==> src/rtl/ieee488_pkg.sv <==
// rtl/ieee488_pkg.sv - IEEE-488 device-side command constants, FSM states, secondary-address decode
package ieee488_pkg;

  // Bus command bytes as seen after inverting the active-low data lines.
  localparam logic [7:0] CMD_LISTEN   = 8'h20;
  localparam logic [7:0] CMD_UNLISTEN = 8'h3F;
  localparam logic [7:0] CMD_TALK     = 8'h40;
  localparam logic [7:0] CMD_UNTALK   = 8'h5F;
  localparam logic [7:0] CMD_SECOND   = 8'h60;
  localparam logic [7:0] CMD_CLOSE    = 8'hE0;
  localparam logic [7:0] CMD_OPEN     = 8'hF0;

  typedef enum logic [1:0] {
    A_IDLE   = 2'd0,
    A_READY  = 2'd1,
    A_ACCEPT = 2'd2,
    A_WAIT   = 2'd3
  } acc_state_t;

  typedef enum logic [1:0] {
    S_IDLE    = 2'd0,
    S_SETTLE  = 2'd1,
    S_DAV     = 2'd2,
    S_RELEASE = 2'd3
  } src_state_t;

  typedef enum logic [1:0] {
    SA_DATA  = 2'd0,
    SA_CLOSE = 2'd1,
    SA_OPEN  = 2'd2
  } sa_cmd_t;

  typedef struct packed {
    logic    hit;
    sa_cmd_t cmd;
  } sa_dec_t;

  // Classifies a command byte as one of the secondary-address families by its upper nibble.
  function automatic sa_dec_t sa_decode(input logic [7:0] b);
    sa_dec_t d;
    d.hit = 1'b1;
    d.cmd = SA_DATA;
    case (b[7:4])
      CMD_SECOND[7:4]: d.cmd = SA_DATA;
      CMD_CLOSE[7:4]:  d.cmd = SA_CLOSE;
      CMD_OPEN[7:4]:   d.cmd = SA_OPEN;
      default:         d.hit = 1'b0;
    endcase
    return d;
  endfunction

endpackage

==> src/rtl/ieee488_source.sv <==
// rtl/ieee488_source.sv - IEEE-488 source handshake (DAV/EOI/data) for the talker role
// Ports:
//   clk, reset      clock, asynchronous active-high reset
//   ce              1 MHz clock enable; state advances only when set
//   enable          talking and ATN released; dropping it aborts the byte
//   nrfd_i, ndac_i  listener handshake lines, active-low
//   tx_data/tx_eoi/tx_valid  byte to send, held until tx_done
//   data_o, dav_o, eoi_o     driven bus lines, active-low, 1 = released
//   tx_done         one-clk pulse when a listener accepted the byte
module ieee488_source
  import ieee488_pkg::*;
(
  input  logic       clk,
  input  logic       reset,
  input  logic       ce,
  input  logic       enable,
  input  logic       nrfd_i,
  input  logic       ndac_i,
  input  logic [7:0] tx_data,
  input  logic       tx_eoi,
  input  logic       tx_valid,
  output logic [7:0] data_o,
  output logic       dav_o,
  output logic       eoi_o,
  output logic       tx_done
);

  src_state_t state, state_next;
  logic [7:0] data_d;
  logic       dav_d, eoi_d;

  always_ff @(posedge clk or posedge reset) begin
    if (reset) begin
      state   <= S_IDLE;
      data_o  <= 8'hFF;
      dav_o   <= 1'b1;
      eoi_o   <= 1'b1;
      tx_done <= 1'b0;
    end else begin
      tx_done <= 1'b0;
      if (ce) begin
        state   <= state_next;
        data_o  <= data_d;
        dav_o   <= dav_d;
        eoi_o   <= eoi_d;
        tx_done <= (state == S_DAV) && (state_next == S_RELEASE);
      end
    end
  end

  always_comb begin
    state_next = state;
    if (!enable) begin
      // ATN or loss of talker status: drop the byte without completing it.
      state_next = S_IDLE;
    end else begin
      case (state)
        // nrfd_i=1 with ndac_i=1 means nobody is listening, so keep waiting.
        S_IDLE:    if (tx_valid && nrfd_i && !ndac_i) state_next = S_SETTLE;
        S_SETTLE:  state_next = S_DAV;
        S_DAV:     if (ndac_i) state_next = S_RELEASE;
        S_RELEASE: if (!ndac_i) state_next = S_IDLE;
        default:   state_next = S_IDLE;
      endcase
    end
  end

  // Outputs are computed for the state being entered and registered with it.
  always_comb begin
    data_d = 8'hFF;
    eoi_d  = 1'b1;
    dav_d  = 1'b1;
    case (state_next)
      S_SETTLE: begin
        data_d = ~tx_data;
        eoi_d  = ~tx_eoi;
      end
      S_DAV: begin
        data_d = data_o;
        eoi_d  = eoi_o;
        dav_d  = 1'b0;
      end
      default: ;
    endcase
  end

endmodule

==> src/rtl/ieee488_device.sv <==
// rtl/ieee488_device.sv - IEEE-488 device-side bus engine: acceptor, ATN command decoder, talker
// Ports:
//   clk, reset, ce             clock, async active-high reset, 1 MHz clock enable
//   ieee488_*_i                bus lines in, active-low
//   ieee488_*_o                bus lines out, active-low, 1 / 8'hFF = released
//   rx_data/rx_eoi/rx_valid    received byte; rx_ack pulse consumes it
//   tx_data/tx_eoi/tx_valid    byte to talk; tx_done pulse when accepted
//   listening, talking         addressed state
//   sa_strobe/sa_cmd/sa_value  secondary address following our LISTEN/TALK
module ieee488_device
  import ieee488_pkg::*;
#(
  parameter logic [7:0] DEV_ADDR = 8'd8
) (
  input  logic       clk,
  input  logic       reset,
  input  logic       ce,
  input  logic [7:0] ieee488_data_i,
  input  logic       ieee488_atn_i,
  input  logic       ieee488_dav_i,
  input  logic       ieee488_eoi_i,
  input  logic       ieee488_nrfd_i,
  input  logic       ieee488_ndac_i,
  output logic [7:0] ieee488_data_o,
  output logic       ieee488_dav_o,
  output logic       ieee488_eoi_o,
  output logic       ieee488_nrfd_o,
  output logic       ieee488_ndac_o,
  output logic [7:0] rx_data,
  output logic       rx_eoi,
  output logic       rx_valid,
  input  logic       rx_ack,
  input  logic [7:0] tx_data,
  input  logic       tx_eoi,
  input  logic       tx_valid,
  output logic       tx_done,
  output logic       listening,
  output logic       talking,
  output logic       sa_strobe,
  output logic [1:0] sa_cmd,
  output logic [3:0] sa_value
);

  localparam logic [7:0] MY_LISTEN = CMD_LISTEN | DEV_ADDR;
  localparam logic [7:0] MY_TALK   = CMD_TALK | DEV_ADDR;

  acc_state_t a_state, a_next;
  logic       under_atn, engaged, sink_ready, latch_byte;
  logic       nrfd_d, ndac_d;
  logic       after_addr;   // previous ATN byte was our LISTEN or TALK
  logic [7:0] bus_byte;
  sa_dec_t    sa_d;

  assign under_atn  = !ieee488_atn_i;
  assign engaged    = under_atn || listening;
  assign sink_ready = under_atn || !rx_valid;   // commands are always taken
  assign bus_byte   = ~ieee488_data_i;
  assign sa_d       = sa_decode(bus_byte);
  assign latch_byte = (a_state == A_READY) && (a_next == A_ACCEPT);

  always_ff @(posedge clk or posedge reset) begin
    if (reset) begin
      a_state        <= A_IDLE;
      ieee488_nrfd_o <= 1'b1;
      ieee488_ndac_o <= 1'b1;
      rx_data        <= 8'h00;
      rx_eoi         <= 1'b0;
      rx_valid       <= 1'b0;
      listening      <= 1'b0;
      talking        <= 1'b0;
      sa_strobe      <= 1'b0;
      sa_cmd         <= SA_DATA;
      sa_value       <= 4'h0;
      after_addr     <= 1'b0;
    end else begin
      sa_strobe <= 1'b0;
      // Ack is applied first so a byte latched in the same clk stays valid.
      if (rx_ack) rx_valid <= 1'b0;
      if (ce) begin
        a_state        <= a_next;
        ieee488_nrfd_o <= nrfd_d;
        ieee488_ndac_o <= ndac_d;
        if (latch_byte) begin
          if (under_atn) begin
            after_addr <= (bus_byte == MY_LISTEN) || (bus_byte == MY_TALK);
            if (bus_byte == MY_LISTEN) begin
              listening <= 1'b1;
              talking   <= 1'b0;
            end else if (bus_byte == CMD_UNLISTEN) begin
              listening <= 1'b0;
            end else if (bus_byte == MY_TALK) begin
              talking   <= 1'b1;
              listening <= 1'b0;
            end else if ((bus_byte & 8'hE0) == CMD_TALK || bus_byte == CMD_UNTALK) begin
              // Another device was made talker, or UNTALK.
              talking <= 1'b0;
            end else if (sa_d.hit && after_addr) begin
              sa_strobe <= 1'b1;
              sa_cmd    <= sa_d.cmd;
              sa_value  <= bus_byte[3:0];
            end
          end else begin
            rx_valid <= 1'b1;
            rx_data  <= bus_byte;
            rx_eoi   <= ~ieee488_eoi_i;
          end
        end
      end
    end
  end

  always_comb begin
    a_next = a_state;
    if (!engaged) begin
      a_next = A_IDLE;
    end else begin
      case (a_state)
        A_IDLE:   if (ieee488_dav_i && sink_ready) a_next = A_READY;
        A_READY:  if (!ieee488_dav_i) a_next = A_ACCEPT;
        A_ACCEPT: a_next = A_WAIT;
        A_WAIT:   if (ieee488_dav_i) a_next = A_IDLE;
        default:  a_next = A_IDLE;
      endcase
    end
  end

  always_comb begin
    nrfd_d = 1'b1;
    ndac_d = 1'b1;
    if (engaged) begin
      case (a_next)
        A_IDLE: begin
          nrfd_d = 1'b0;
          ndac_d = 1'b0;
        end
        A_READY:  ndac_d = 1'b0;
        default:  nrfd_d = 1'b0;   // A_ACCEPT, A_WAIT: byte taken, hold off next
      endcase
    end
  end

  ieee488_source u_source (
    .clk      (clk),
    .reset    (reset),
    .ce       (ce),
    .enable   (talking && ieee488_atn_i),
    .nrfd_i   (ieee488_nrfd_i),
    .ndac_i   (ieee488_ndac_i),
    .tx_data  (tx_data),
    .tx_eoi   (tx_eoi),
    .tx_valid (tx_valid),
    .data_o   (ieee488_data_o),
    .dav_o    (ieee488_dav_o),
    .eoi_o    (ieee488_eoi_o),
    .tx_done  (tx_done)
  );

endmodule

==> config.mk <==
export PLATFORM = sky130hd
export DESIGN_NAME = ieee488_device
export DESIGN_NICKNAME = d
export VERILOG_FILES = /design/src/rtl/ieee488_pkg.sv /design/src/rtl/ieee488_source.sv /design/src/rtl/ieee488_device.sv
export SDC_FILE = /design/constraint.sdc
export NUM_CORES = 1
export LEC_CHECK = 0
export BUFFER_PORTS_ARGS = -buffer_cell sky130_fd_sc_hd__buf_2
export CELL_PAD_IN_SITES_DETAIL_PLACEMENT = 1
export CELL_PAD_IN_SITES_GLOBAL_PLACEMENT = 2
export CORE_MARGIN = 3
export CORE_UTILIZATION = 30
export CTS_CLUSTER_SIZE = 12
export DETAILED_ROUTE_END_ITERATION = 12
export GPL_ROUTABILITY_DRIVEN = 0
export PLACE_DENSITY = 0.89
export SLEW_MARGIN = 20
export SYNTH_ARGS = -nofsm -noshare
export SYNTH_HDL_FRONTEND = slang
export SYNTH_SLANG_ARGS = --single-unit
==> constraint.sdc <==
create_clock -name clk -period 1.8 [get_ports clk]
set_clock_uncertainty 0.1 [all_clocks]
set_input_delay 0.36 -clock clk [delete_from_list [all_inputs] [get_ports clk]]
set_output_delay 0.36 -clock clk [all_outputs]
set_load 0.01 [all_outputs]
==> flow_results.xml <==
<?xml version="1.0" encoding="UTF-8"?>
<metrics>
  <group name="worst_setup_path">
    <metric name="r2r_setup_slack" unit="ns">0.12</metric>
    <metric name="timing.setup.critical_path_class" unit="">reg2reg</metric>
    <metric name="timing.rr.start" unit="">a_state[0]</metric>
    <metric name="worst_setup_path_start_kind" unit="">register</metric>
    <metric name="crit_chain" unit="">nor3b_4 -&gt; nand3_4 -&gt; a211o_1 -&gt; a22o_1</metric>
    <metric name="worst-path-max-fanout" unit="">7</metric>
    <metric name="r2r_cells" unit="">4</metric>
    <metric name="cpMaxStageDelayCell" unit="">sky130_fd_sc_hd__dfrtp_1</metric>
    <metric name="critical_path_required" unit="ns">1.88</metric>
    <metric name="critical_path.n_buffers_inverters" unit="">0</metric>
    <metric name="worstPathArrival" unit="ns">1.76</metric>
    <metric name="r2r_end" unit="">sa_cmd[0]</metric>
    <metric name="path_delay_family" unit="">compound AO/OA/AOI/OAI gates</metric>
    <metric name="cp_num_cells" unit="">4</metric>
    <metric name="cp-end-kind" unit="">register</metric>
    <metric name="worstSetupStartpoint" unit="">a_state[0]</metric>
    <metric name="timing.critical_path.slowest_cell_delay" unit="ns">0.46</metric>
    <metric name="timing.critical_path.to" unit="">sa_cmd[0]</metric>
  </group>
  <group name="routing">
    <metric name="route.detailed.vias_per_inst" unit="">4.789</metric>
    <metric name="routed_wl" unit="microns">3975</metric>
    <metric name="detail_route.iter0.violations" unit="">30</metric>
    <metric name="dr.pass1.iters" unit="">4</metric>
    <metric name="drt-wirelength-per-cell" unit="microns">14.45</metric>
    <metric name="count_of_vias_placed_by_the_detailed_router" unit="">1317</metric>
    <metric name="antenna_left" unit="">0</metric>
    <metric name="drc_errors" unit="">0</metric>
  </group>
  <group name="synthesis">
    <metric name="synth-edff-count" unit="">0</metric>
    <metric name="synth.cells.most_frequent" unit="">sky130_fd_sc_hd__dfrtp_1, sky130_fd_sc_hd__nand2_1, sky130_fd_sc_hd__inv_1, sky130_fd_sc_hd__o21ai_0, sky130_fd_sc_hd__dfstp_2</metric>
    <metric name="synthFlopType" unit="">sky130_fd_sc_hd__dfrtp_1</metric>
    <metric name="synth_compound_area_share" unit="%">19.97</metric>
    <metric name="synth_fp_nets" unit="">166</metric>
    <metric name="synth.area.mux_share" unit="%">3.120</metric>
    <metric name="post_synth_xor_area_fraction" unit="%">0.5460</metric>
    <metric name="synth-simple-area-share" unit="%">13.03</metric>
    <metric name="synth_top_cells_by_area" unit="">sky130_fd_sc_hd__dfrtp_1, sky130_fd_sc_hd__dfstp_2, sky130_fd_sc_hd__a2bb2oi_1, sky130_fd_sc_hd__o21ai_0, sky130_fd_sc_hd__nand2_1</metric>
    <metric name="yosysWarningCount" unit="">0</metric>
    <metric name="synth-seq-area-share" unit="%">58.66</metric>
    <metric name="ys_seq_elements" unit="">37</metric>
    <metric name="yosysTopAreaCell" unit="">sky130_fd_sc_hd__dfrtp_1</metric>
    <metric name="synth_top_area_share" unit="%">39.00</metric>
    <metric name="largest_family_of_logic_cells_by_synthesized_area" unit="">compound AO/OA/AOI/OAI gates</metric>
    <metric name="post_synth.cell_area_avg" unit="sq um">11.54</metric>
    <metric name="synthMostInstantiatedCell" unit="">sky130_fd_sc_hd__dfrtp_1</metric>
    <metric name="syn-cell-area" unit="sq um">1604</metric>
    <metric name="synth.lib_cells_used.distinct" unit="">39</metric>
    <metric name="syn-instance-count" unit="">139</metric>
    <metric name="synth-adder-area-share" unit="%">0</metric>
    <metric name="synth_async_sr_flop_share" unit="%">100.0</metric>
  </group>
  <group name="power">
    <metric name="ir_drop" unit="mV">0.3893</metric>
    <metric name="total_leakage_power" unit="nW">1.030</metric>
    <metric name="p_per_area" unit="nW/um^2">951.8</metric>
    <metric name="total_power" unit="mW">1.996</metric>
  </group>
  <group name="sta">
    <metric name="final_min_period_over_clock_period" unit="%">93.24</metric>
    <metric name="report.final.hold_viol_count" unit="">0</metric>
    <metric name="rsz_0062_raised_after_global_routing" unit="">false</metric>
    <metric name="least_margin_pin_slew" unit="ns">0.4721</metric>
    <metric name="setup_violations" unit="">0</metric>
    <metric name="final.min_clock_period" unit="ns">1.678</metric>
    <metric name="fin_ws" unit="ns">0.1217</metric>
    <metric name="max-slew-margin-rel" unit="%">68.10</metric>
    <metric name="fin_tns_setup" unit="ns">0</metric>
    <metric name="timing.fmax" unit="MHz">595.8</metric>
    <metric name="report.final.slew_viol_count" unit="">0</metric>
  </group>
  <group name="floorplanning">
    <metric name="die-area" unit="sq um">6260</metric>
    <metric name="design.core.area" unit="sq um">4942</metric>
    <metric name="io_pins" unit="">59</metric>
    <metric name="effective_utilization_at_floorplan" unit="%">32.46</metric>
    <metric name="rows" unit="">25</metric>
    <metric name="die_width" unit="microns">79.12</metric>
    <metric name="die_h" unit="microns">79.12</metric>
  </group>
  <group name="placement">
    <metric name="dp_wirelength" unit="microns">2938</metric>
    <metric name="total_of_buffers_placed_on_input_and_output_ports" unit="">58</metric>
    <metric name="place_area" unit="sq um">2001</metric>
    <metric name="dp_slack" unit="ns">0.08106</metric>
  </group>
  <group name="global_routing">
    <metric name="grt_first_pass_wirelength" unit="microns">6796</metric>
    <metric name="grt.total_usage" unit="%">13.95</metric>
    <metric name="grt_pass1_vias" unit="">1439</metric>
    <metric name="largest_net_degree_at_the_start_of_global_routing" unit="">38</metric>
    <metric name="antenna_violations_before_repair" unit="">0</metric>
    <metric name="gr-total-overflow" unit="">0</metric>
  </group>
  <group name="clocking">
    <metric name="cts_repair_resize_count" unit="">0</metric>
    <metric name="cts_htree_levels" unit="">2</metric>
    <metric name="cts-root-to-sink-buffers" unit="">2</metric>
    <metric name="tritoncts" unit="">done</metric>
    <metric name="clkLatencyLatePin" unit="ns">0.29</metric>
    <metric name="cts-buffers-inserted" unit="">5</metric>
    <metric name="cts.reportedPaths.clkPinSlew" unit="ns">0.07</metric>
    <metric name="cts_post_setup_buffers_inserted" unit="">0</metric>
    <metric name="cts_root_buffer" unit="">sky130_fd_sc_hd__clkbuf_8</metric>
    <metric name="cts_hold_repair.buffers" unit="">0</metric>
    <metric name="cts_sink_cnt" unit="">37</metric>
  </group>
  <group name="layout">
    <metric name="layout.nets" unit="">234</metric>
    <metric name="area_growth" unit="%">30.73</metric>
    <metric name="drive_gt1_share" unit="%">44.23</metric>
    <metric name="post-route-cell-area" unit="sq um">2097</metric>
    <metric name="diodes" unit="">0</metric>
  </group>
  <group name="hold_path">
    <metric name="hold_path.class" unit="">in2async</metric>
  </group>
  <group name="run_status">
    <metric name="run_status" unit="">complete, no violations</metric>
  </group>
  <group name="flow_run">
    <metric name="drv.max_cap_violation_count" unit="">0</metric>
  </group>
</metrics>
==> registers in the layout, summed over array words and instances (netlist names), 2 cells and up <==
name / cells
sa_value: 4
rx_data: 8
u_source.data_o: 8
u_source.state: 2
sa_cmd: 2
a_state: 2
==> worst reg2reg max path: stages (launching register included) <==
cell and delay [ns]:
sky130_fd_sc_hd__dfrtp_1 0.46, sky130_fd_sc_hd__nor3b_4 0.30, sky130_fd_sc_hd__nand3_4 0.10, sky130_fd_sc_hd__a211o_1 0.39, sky130_fd_sc_hd__a22o_1 0.22
==> routing by layer <==
layer | vias to the layer above | GRT usage [%] | routed length (microns)
met2 | 42 | 23.82 | 1925
met5 | - | 0 | 0
li1 | 636 | - | -
met4 | 0 | 4.639 | 52
met1 | 633 | 16.98 | 1786
met3 | 6 | 3.741 | 210
==> where the power goes <==
part | leakage [nW] | internal [mW] | switching (mW)
registers | 0.434 | 0.945 | 0.0602
clock network | 0.0512 | 0.310 | 0.305
logic | 0.545 | 0.164 | 0.210
total | 1.03 | 1.42 | 0.576
==> cell usage in the layout (no fill, tap or decap), types with 5 or more instances in the layout <==
master and n:
sky130_fd_sc_hd__clkbuf_8 6, sky130_fd_sc_hd__buf_4 6, sky130_fd_sc_hd__o21ai_0 13, sky130_fd_sc_hd__a2bb2oi_1 10, sky130_fd_sc_hd__dfstp_2 12, sky130_fd_sc_hd__nand2_1 15
sky130_fd_sc_hd__buf_2 58, sky130_fd_sc_hd__mux2i_1 5, sky130_fd_sc_hd__inv_1 14, sky130_fd_sc_hd__dfrtp_1 25
==> worst min-delay path by stage <==
| stage | startpoint | end | slack (ns) | depth (start not counted) |
|---|---|---|---|---|
| global placement | rx_data[1] | rx_data[1] | 0.36 | 2 |
| detailed placement | rx_eoi | rx_eoi | 0.37 | 2 |
| floorplan | tx_data[0] | u_source.data_o[0] | 0.31 | 1 |
| CTS | reset | rx_data[2] | 0.09 | 3 |
| finish | reset | rx_data[0] | 0.07 | 3 |
| global route | tx_data[1] | u_source.data_o[1] | 0.08 | 2 |
==> cell type report <==
cell class	instances	area, sq um
inverter	14	52.55
fill	589	2845
clock buffer	6	82.58
multi-input combinational	85	588.1
tap	67	83.83
timing repair buffer	64	335.3
sequential	37	940.9
clock inverter	2	13.76
==> metrics by stage <==
stage	hold slack, ns	utilization (%)	std cells
2_1_floorplan	0.3104	-	139
5_1_grt	0.07974	42.43	275
3_5_place_dp	0.3661	40.48	267
4_1_cts	0.08606	42.43	275
6_report	0.07251	42.43	275
3_3_place_gp	0.3601	40.48	267
==> cells by family after synthesis <==
| logic type | Yosys count |
|---|---|
| buffers and inverters | 17 |
| muxes | 5 |
| xor gates and xnor gates | 1 |
| DFF | 37 |
| AOI/OAI and AO/OA | 44 |
| and+or+nand+nor | 35 |
(Power assumes the default switching activity.)
